**config.mk**
```make
export PLATFORM = sky130hd
export DESIGN_NAME = rdi_receiver
export DESIGN_NICKNAME = d
export VERILOG_FILES = /design/src/rtl/rdi_pkg.sv /design/src/rtl/sync_fifo.sv /design/src/rtl/rdi_receiver.sv
export SDC_FILE = /design/constraint.sdc
export NUM_CORES = 1
export LEC_CHECK = 0
export CORE_UTILIZATION = 35
export DETAILED_ROUTE_END_ITERATION = 7
export GPL_ROUTABILITY_DRIVEN = 0
export PLACE_DENSITY = 0.53
export SYNTH_ARGS = -nofsm -noshare
export SYNTH_HDL_FRONTEND = slang
export SYNTH_HIERARCHICAL = 1
export SYNTH_SLANG_ARGS = --single-unit
```
**constraint.sdc**
```tcl
create_clock -name clk -period 8.4 [get_ports clk]
set_clock_uncertainty 0.2 [all_clocks]
set_input_delay 2.1 -clock clk [delete_from_list [all_inputs] [get_ports clk]]
set_output_delay 2.1 -clock clk [all_outputs]
set_load 0.02 [all_outputs]
```
**src/rtl/rdi_pkg.sv**
```systemverilog
// Shared types and constants for the rdi_data receive path.
package rdi_pkg;

  typedef enum logic [0:0] {
    RX_IDLE,
    RX_ASSEMBLE
  } rx_state_t;

  localparam int unsigned RDI_BYTES_PER_WORD = 4;

  typedef logic [31:0] rdi_word_t;

endpackage

```
**src/rtl/sync_fifo.sv**
```systemverilog
// Show-ahead synchronous FIFO: the head word is presented combinationally, zero when empty.
module sync_fifo #(
  parameter int unsigned WIDTH = 32,
  parameter int unsigned DEPTH = 4
) (
  input  logic                     clk,
  input  logic                     rst_n,
  input  logic                     push,
  input  logic                     pop,
  input  logic [WIDTH-1:0]         din,
  output logic [WIDTH-1:0]         dout,
  output logic                     full,
  output logic                     empty,
  output logic [$clog2(DEPTH):0]   count
);

  localparam int unsigned AW = $clog2(DEPTH);

  logic [WIDTH-1:0] mem [DEPTH];
  logic [AW-1:0]    wr_ptr;
  logic [AW-1:0]    rd_ptr;
  logic             wr_en;
  logic             rd_en;

  assign full  = (count == (AW+1)'(DEPTH));
  assign empty = (count == '0);
  // A push into a full FIFO still succeeds when a pop frees the head slot in the same cycle.
  assign wr_en = push && (!full || (pop && !empty));
  assign rd_en = pop && !empty;
  assign dout  = empty ? '0 : mem[rd_ptr];

  always_ff @(posedge clk) begin
    if (wr_en) begin
      mem[wr_ptr] <= din;
    end
  end

  always_ff @(posedge clk) begin
    if (!rst_n) begin
      wr_ptr <= '0;
      rd_ptr <= '0;
      count  <= '0;
    end else begin
      if (wr_en) begin
        wr_ptr <= wr_ptr + AW'(1);
      end
      if (rd_en) begin
        rd_ptr <= rd_ptr + AW'(1);
      end
      count <= count + (AW+1)'(wr_en) - (AW+1)'(rd_en);
    end
  end

endmodule

```
**src/rtl/rdi_receiver.sv**
```systemverilog
// Assembles link bytes into little-endian words, buffers them and feeds the RDI instruction.
module rdi_receiver
  import rdi_pkg::*;
#(
  parameter int unsigned DEPTH   = 4,
  parameter int unsigned TIMEOUT = 1024
) (
  input  logic                   clk,
  input  logic                   rst_n,
  input  logic [7:0]             rx_byte,
  input  logic                   rx_byte_vld,
  input  logic                   rdi_mem,
  input  logic                   stallmem,
  input  logic                   err_clr,
  output logic [31:0]            rdi_data,
  output logic                   rdi_stall,
  output logic                   rdi_empty,
  output logic [$clog2(DEPTH):0] rdi_count,
  output logic                   rx_overflow,
  output logic                   rx_frame_err
);

  localparam int unsigned TMO_W = (TIMEOUT > 1) ? $clog2(TIMEOUT) : 1;

  rx_state_t          state;
  logic [1:0]         idx;
  logic [23:0]        shreg;
  logic [TMO_W-1:0]   tmo_cnt;
  logic               push_q;
  rdi_word_t          word_q;
  logic               fifo_full;
  logic               pop;
  logic               timeout_hit;
  logic               overflow_set;

  assign pop          = rdi_mem && !stallmem && !rdi_empty;
  assign rdi_stall    = rdi_mem && rdi_empty;
  assign timeout_hit  = (state == RX_ASSEMBLE) && !rx_byte_vld && (tmo_cnt == TMO_W'(TIMEOUT - 1));
  assign overflow_set = push_q && fifo_full && !pop;

  // Bytes shift in from the top, so after three bytes shreg holds {b2,b1,b0}.
  always_ff @(posedge clk) begin
    if (!rst_n) begin
      state        <= RX_IDLE;
      idx          <= '0;
      shreg        <= '0;
      tmo_cnt      <= '0;
      push_q       <= 1'b0;
      word_q       <= '0;
      rx_overflow  <= 1'b0;
      rx_frame_err <= 1'b0;
    end else begin
      push_q <= 1'b0;
      case (state)
        RX_IDLE: begin
          if (rx_byte_vld) begin
            shreg   <= {rx_byte, shreg[23:8]};
            idx     <= 2'd1;
            tmo_cnt <= '0;
            state   <= RX_ASSEMBLE;
          end
        end
        RX_ASSEMBLE: begin
          if (rx_byte_vld) begin
            tmo_cnt <= '0;
            if (idx == 2'(RDI_BYTES_PER_WORD - 1)) begin
              word_q <= {rx_byte, shreg};
              push_q <= 1'b1;
              idx    <= '0;
              state  <= RX_IDLE;
            end else begin
              shreg <= {rx_byte, shreg[23:8]};
              idx   <= idx + 2'd1;
            end
          end else if (timeout_hit) begin
            tmo_cnt <= '0;
            idx     <= '0;
            state   <= RX_IDLE;
          end else begin
            tmo_cnt <= tmo_cnt + TMO_W'(1);
          end
        end
        default: state <= RX_IDLE;
      endcase
      rx_overflow  <= overflow_set || (rx_overflow && !err_clr);
      rx_frame_err <= timeout_hit || (rx_frame_err && !err_clr);
    end
  end

  sync_fifo #(
    .WIDTH (32),
    .DEPTH (DEPTH)
  ) u_fifo (
    .clk   (clk),
    .rst_n (rst_n),
    .push  (push_q),
    .pop   (pop),
    .din   (word_q),
    .dout  (rdi_data),
    .full  (fifo_full),
    .empty (rdi_empty),
    .count (rdi_count)
  );

endmodule
```
* Yosys cells after proc, flatten, opt, wreduce, memory -nomap -nowiden
Memories as Yosys holds them, arrays and structs flattened. A register that Yosys moved wholly into a read port is not among the register bits. Cells that the tools add are included.
Storage, ports and cells: bits in registers 79, RAM bits 128, input port bits 14, output and inout bits 39, memories kept 1
Cells by class: add/subtract/negate cells 6, equal/unequal tests 7, multiplexer cells 24, bitwise operators 1, reductions and logical operators 25
Memories:
- u_fifo.mem | depth 4, bits a word 32, rd ports 1, clocked after Yosys merged registers in 1, wr ports 1, RTL line sync_fifo.sv:19 | logic [WIDTH-1:0] mem [DEPTH];
Operators by type and width (number):
- $mux W24 | 3
- $pmux W24 S2 | 1
- $mux W32 | 1
- $mux W10 | 3
- $pmux W10 S2 | 1
- $mux W2 | 6
- $logic_and A1 B1 Y1 | 11
- $add A10 B1 Y10 const B | 1
- $eq A10 B10 Y1 const B | 1
- $reduce_and A3 Y1 | 3
- $mux W1 | 7
- $add A2 B1 Y2 const B | 3
- $logic_not A1 Y1 | 6
- $ne A2 B2 Y1 const B | 3
- $pmux W2 S2 | 1
- $add A3 B1 Y3 | 1
- $eq A3 B3 Y1 const B | 1
- $logic_not A3 Y1 | 1
- $logic_or A1 B1 Y1 | 3
- $ne A3 B2 Y1 const B | 1
- $sub A3 B1 Y3 | 1
- $eq A2 B2 Y1 const B | 1
- $pmux W1 S2 | 1
- $reduce_and A2 Y1 | 1
- $not A1 Y1 | 1

* Depth between registers and ports, before layout
depth in word-level cells 8, gate-level depth with buffers 11, depth with buffers taken out 10

* Modules after synthesis
The synthesis kept the hierarchy.
Modules (own cells, without submodules):
- sync_fifo | times used 1, cells an instance 252, area an instance 5441.5 µm², seq. area each 4023.9 µm²
- rdi_receiver | times used 1, cells an instance 333, area an instance 2850.2 µm², seq. area each 1441.4 µm²

* Worst setup path after synthesis
OpenSTA, ideal clock, no wires.
path type in2out, start point in rdi_mem, end point out rdi_stall, arrival time 2.310 ns, required time 6.100 ns, path slack 3.790 ns, cell stages on the path 1, path buffers 0, cell sequence and2_1
Between the ends: word-level cells in the longest chain between the ends 1
Ends and longest elaborated chain:
- start: declaration | RTL line rdi_receiver.sv:12 | input logic rdi_mem,
- $logic_and A1 B1 Y1 | RTL line rdi_receiver.sv:37 | assign rdi_stall = rdi_mem && rdi_empty;
- end: declaration | RTL line rdi_receiver.sv:16 | output logic rdi_stall,
No other way between the ends.

* Worst setup path after layout
Same ends and word-level chain as after synthesis.

==> reports/summary.txt <==
Synth Area in Adders = 1.30%
Least-Margin Pin Slew = 0.963 ns
Total I/O pin count = 53
Fin. Hold Viols = 0
Setup crit end kind = output port
1st-iter DRT viols = 200
P_leak = 2.99 nW
Share of layout cells above drive strength 1 = 14.5%
Top delay family on crit path = buffers and inverters
Grt ovf = 0
CTS Sinks = 209
CTS Hold Bufs = 0
IO Port Bufs = 52
Yosys reg bits = 209
Largest family of logic cells by synthesized area = simple AND/OR/NAND/NOR gates
R2R Setup Slk = 5.13 ns
Post-synth net total = 607
# nets final = 661
Clk_lat worst skew = 0.50 ns
Vias in the first global route = 4756
CP Class = in -> out
Hold depth = 2
Place WS = 2.79 ns
Worst path most repeated cell = clkdlybuf4s50_1
Slew Limit Headroom = 35.8%
Overall power = 2.06 mW
Most common cell after layout, fill and taps aside = edfxtp_1
Post-cts sizing count = 0
VDD IR max = 0.112 mV
Stages on worst setup path = 3
Total wire length = 15500 um
Wire per inst = 16.0 um
Max-slew violation count = 0
Die height = 156 um
Synth cell types = 53
Post-CTS setup buffer count = 0
Hpwl dp = 8930 um
Critical Path, Cell by Cell = clkdlybuf4s50_1 > and2_1 > clkdlybuf4s50_1
RSZ-0062 raised after global routing = no
TritonCTS clock tree = built
Final worst path period need = 5.59 ns
Slowest-stage cell, CP = clkdlybuf4s50_1
Met1 usage = 18.1%
Final hold slack = 0.263 ns
CP max stage delay = 0.60 ns
Post-Syn Area per Cell = 14.2 um2
Reg2Reg Depth = 7
Site Rows = 55
Die W = 156 um
Post-synthesis sequential area ratio = 65.9%
Fmax = 179 MHz
Met3 Resource Use GR = 2.25%
Antenna violations before repair = 0
Commonest non-fill, non-tap cells in the layout = edfxtp_1, nand2_1, dfxtp_1, a21boi_0, clkdlybuf4s50_1
Worst endpoint required time = 6.10 ns
Post-synth ARST share = 0%
Die footprint = 24300 um2
Final setup viols = 0
Bufs and invs on worst path = 2
Arr. time, crit path = 3.29 ns
Vias per Instance = 4.76
Reg2reg end = u_fifo/mem[2][30]
Worst Slack Setup Final = 2.81 ns
Post-synth top flop = edfxtp_1
CTS H-tree depth = 1
Clock Tree Buf Depth = 3
Critical path peak fanout = 2
Worst Min Path Start = shreg[6]
Final Core Density = 42.7%
Initial DRT Pass Iterations = 4
Vias = 4611
# diodes = 0
Post-synth EDFFs = 128
CTS buffer count = 23
Mux cell area share after synthesis = 9.16%
Synth Instances = 585
Synth Area in XOR/XNOR = 0.739%
CTS clock-pin slew for the worst setup and hold paths = 0.06 ns
Pwr dens = 211 nW/um2
Gr usage total = 13.4%
WHS Endpoint = word_q[6]
Mapped cell area = 8290 um2
Core region area = 22900 um2
Worst setup startpoint = rdi_mem
Routed Antenna Nets = 0
GR peak layer = met2
Final setup TNS = 0 ns
Tcrit/Tclk final = 66.6%
FF-to-FF Start = u_fifo/count[1]
Post-synthesis compound-gate area fraction = 7.03%
Starting Density = 36.2%
CP Launch Type = input pin
Max-cap violations = 0
Worst Hold Class = reg -> reg
DRC Markers = 0
Status = finished clean
Clock root cell = clkbuf_16
First-pass GRT wire length = 25600 um
Synth Warn # = 6
Largest net degree at the start of global routing = 77
Layout area overhead = 17.9%
Synth Area in Simple Gates = 12.9%
Met2 Use GR = 22.3%
-- cell families after synthesis --
group                    count (synthesis)
multiplexers                            35
buffers and inverters                   41
flip-flops                             209
XOR/XNOR                                 7
adder cells (fa/ha/maj)                  8
AND/OR/NAND/NOR                        208
AO/OA/AOI/OAI                           77
-- worst max path at each step --
stage                      endpoint  slack (ns)
after floorplan           rdi_stall        3.79
after global routing      rdi_stall        2.75
final                     rdi_stall        2.81
after detailed placement  rdi_stall        2.79
after global placement    rdi_stall        2.78
after CTS                 rdi_stall        2.79
-- state kept, by name, indices dropped and copies added (netlist names), named ones only --
signal         cells
idx                2
push_q             1
rx_frame_err       1
rx_overflow        1
shreg             24
state              1
tmo_cnt           10
u_fifo/count       3
u_fifo/mem       128
u_fifo/rd_ptr      2
u_fifo/wr_ptr      2
word_q            32
-- routing by layer --
layer	vias to the layer above	routed length, um
met5	-	0
met1	2294	7200
met2	78	7520
li1	2218	-
met4	0	264
met3	21	565
-- cell type report --
cell class | instances | area, um2
timing repair buffer | 62 | 591
multi-input combinational | 335 | 2580
sequential | 209 | 5470
clock inverter | 12 | 96.3
tap | 313 | 392
clock buffer | 30 | 622
fill | 2087 | 13100
inverter | 8 | 30.0
-- synthesized netlist by cell type, types with 4 or more instances --
cell	n	area share, %
a21boi_0	57	5.2
nor2b_4	9	1.5
ha_1	7	1.1
nor2b_1	23	1.7
buf_2	9	0.54
buf_6	4	0.54
a22o_1	4	0.42
and2_1	13	0.98
dfxtp_1	81	20
edfxtp_1	128	46
nor2_1	6	0.27
mux4_2	30	8.1
nand3_1	5	0.30
nand2_1	127	5.7
xnor2_1	5	0.53
clkbuf_1	16	0.72
inv_1	8	0.36
nor3_1	7	0.42
-- power breakdown --
group	switching, mW	internal (mW)
Combinational	0.0171	0.0141
Sequential	0.00476	1.08
Clock	0.390	0.557
Total	0.412	1.65
-- per-stage QoR --
stage | cell area, um2 | cells
finish | 9780 | 969
global route | 9780 | 969
CTS | 9780 | 969
detailed placement | 9060 | 927
global placement | 9060 | 927
floorplan | 8290 | 585
-- tightest hold or removal path, stage by stage, from the launching register on --
cell and delay, ns:
dfxtp_1 0.31, nand2_1 0.05, a21boi_0 0.06
Note: power is estimated with default switching activity, not from simulation.
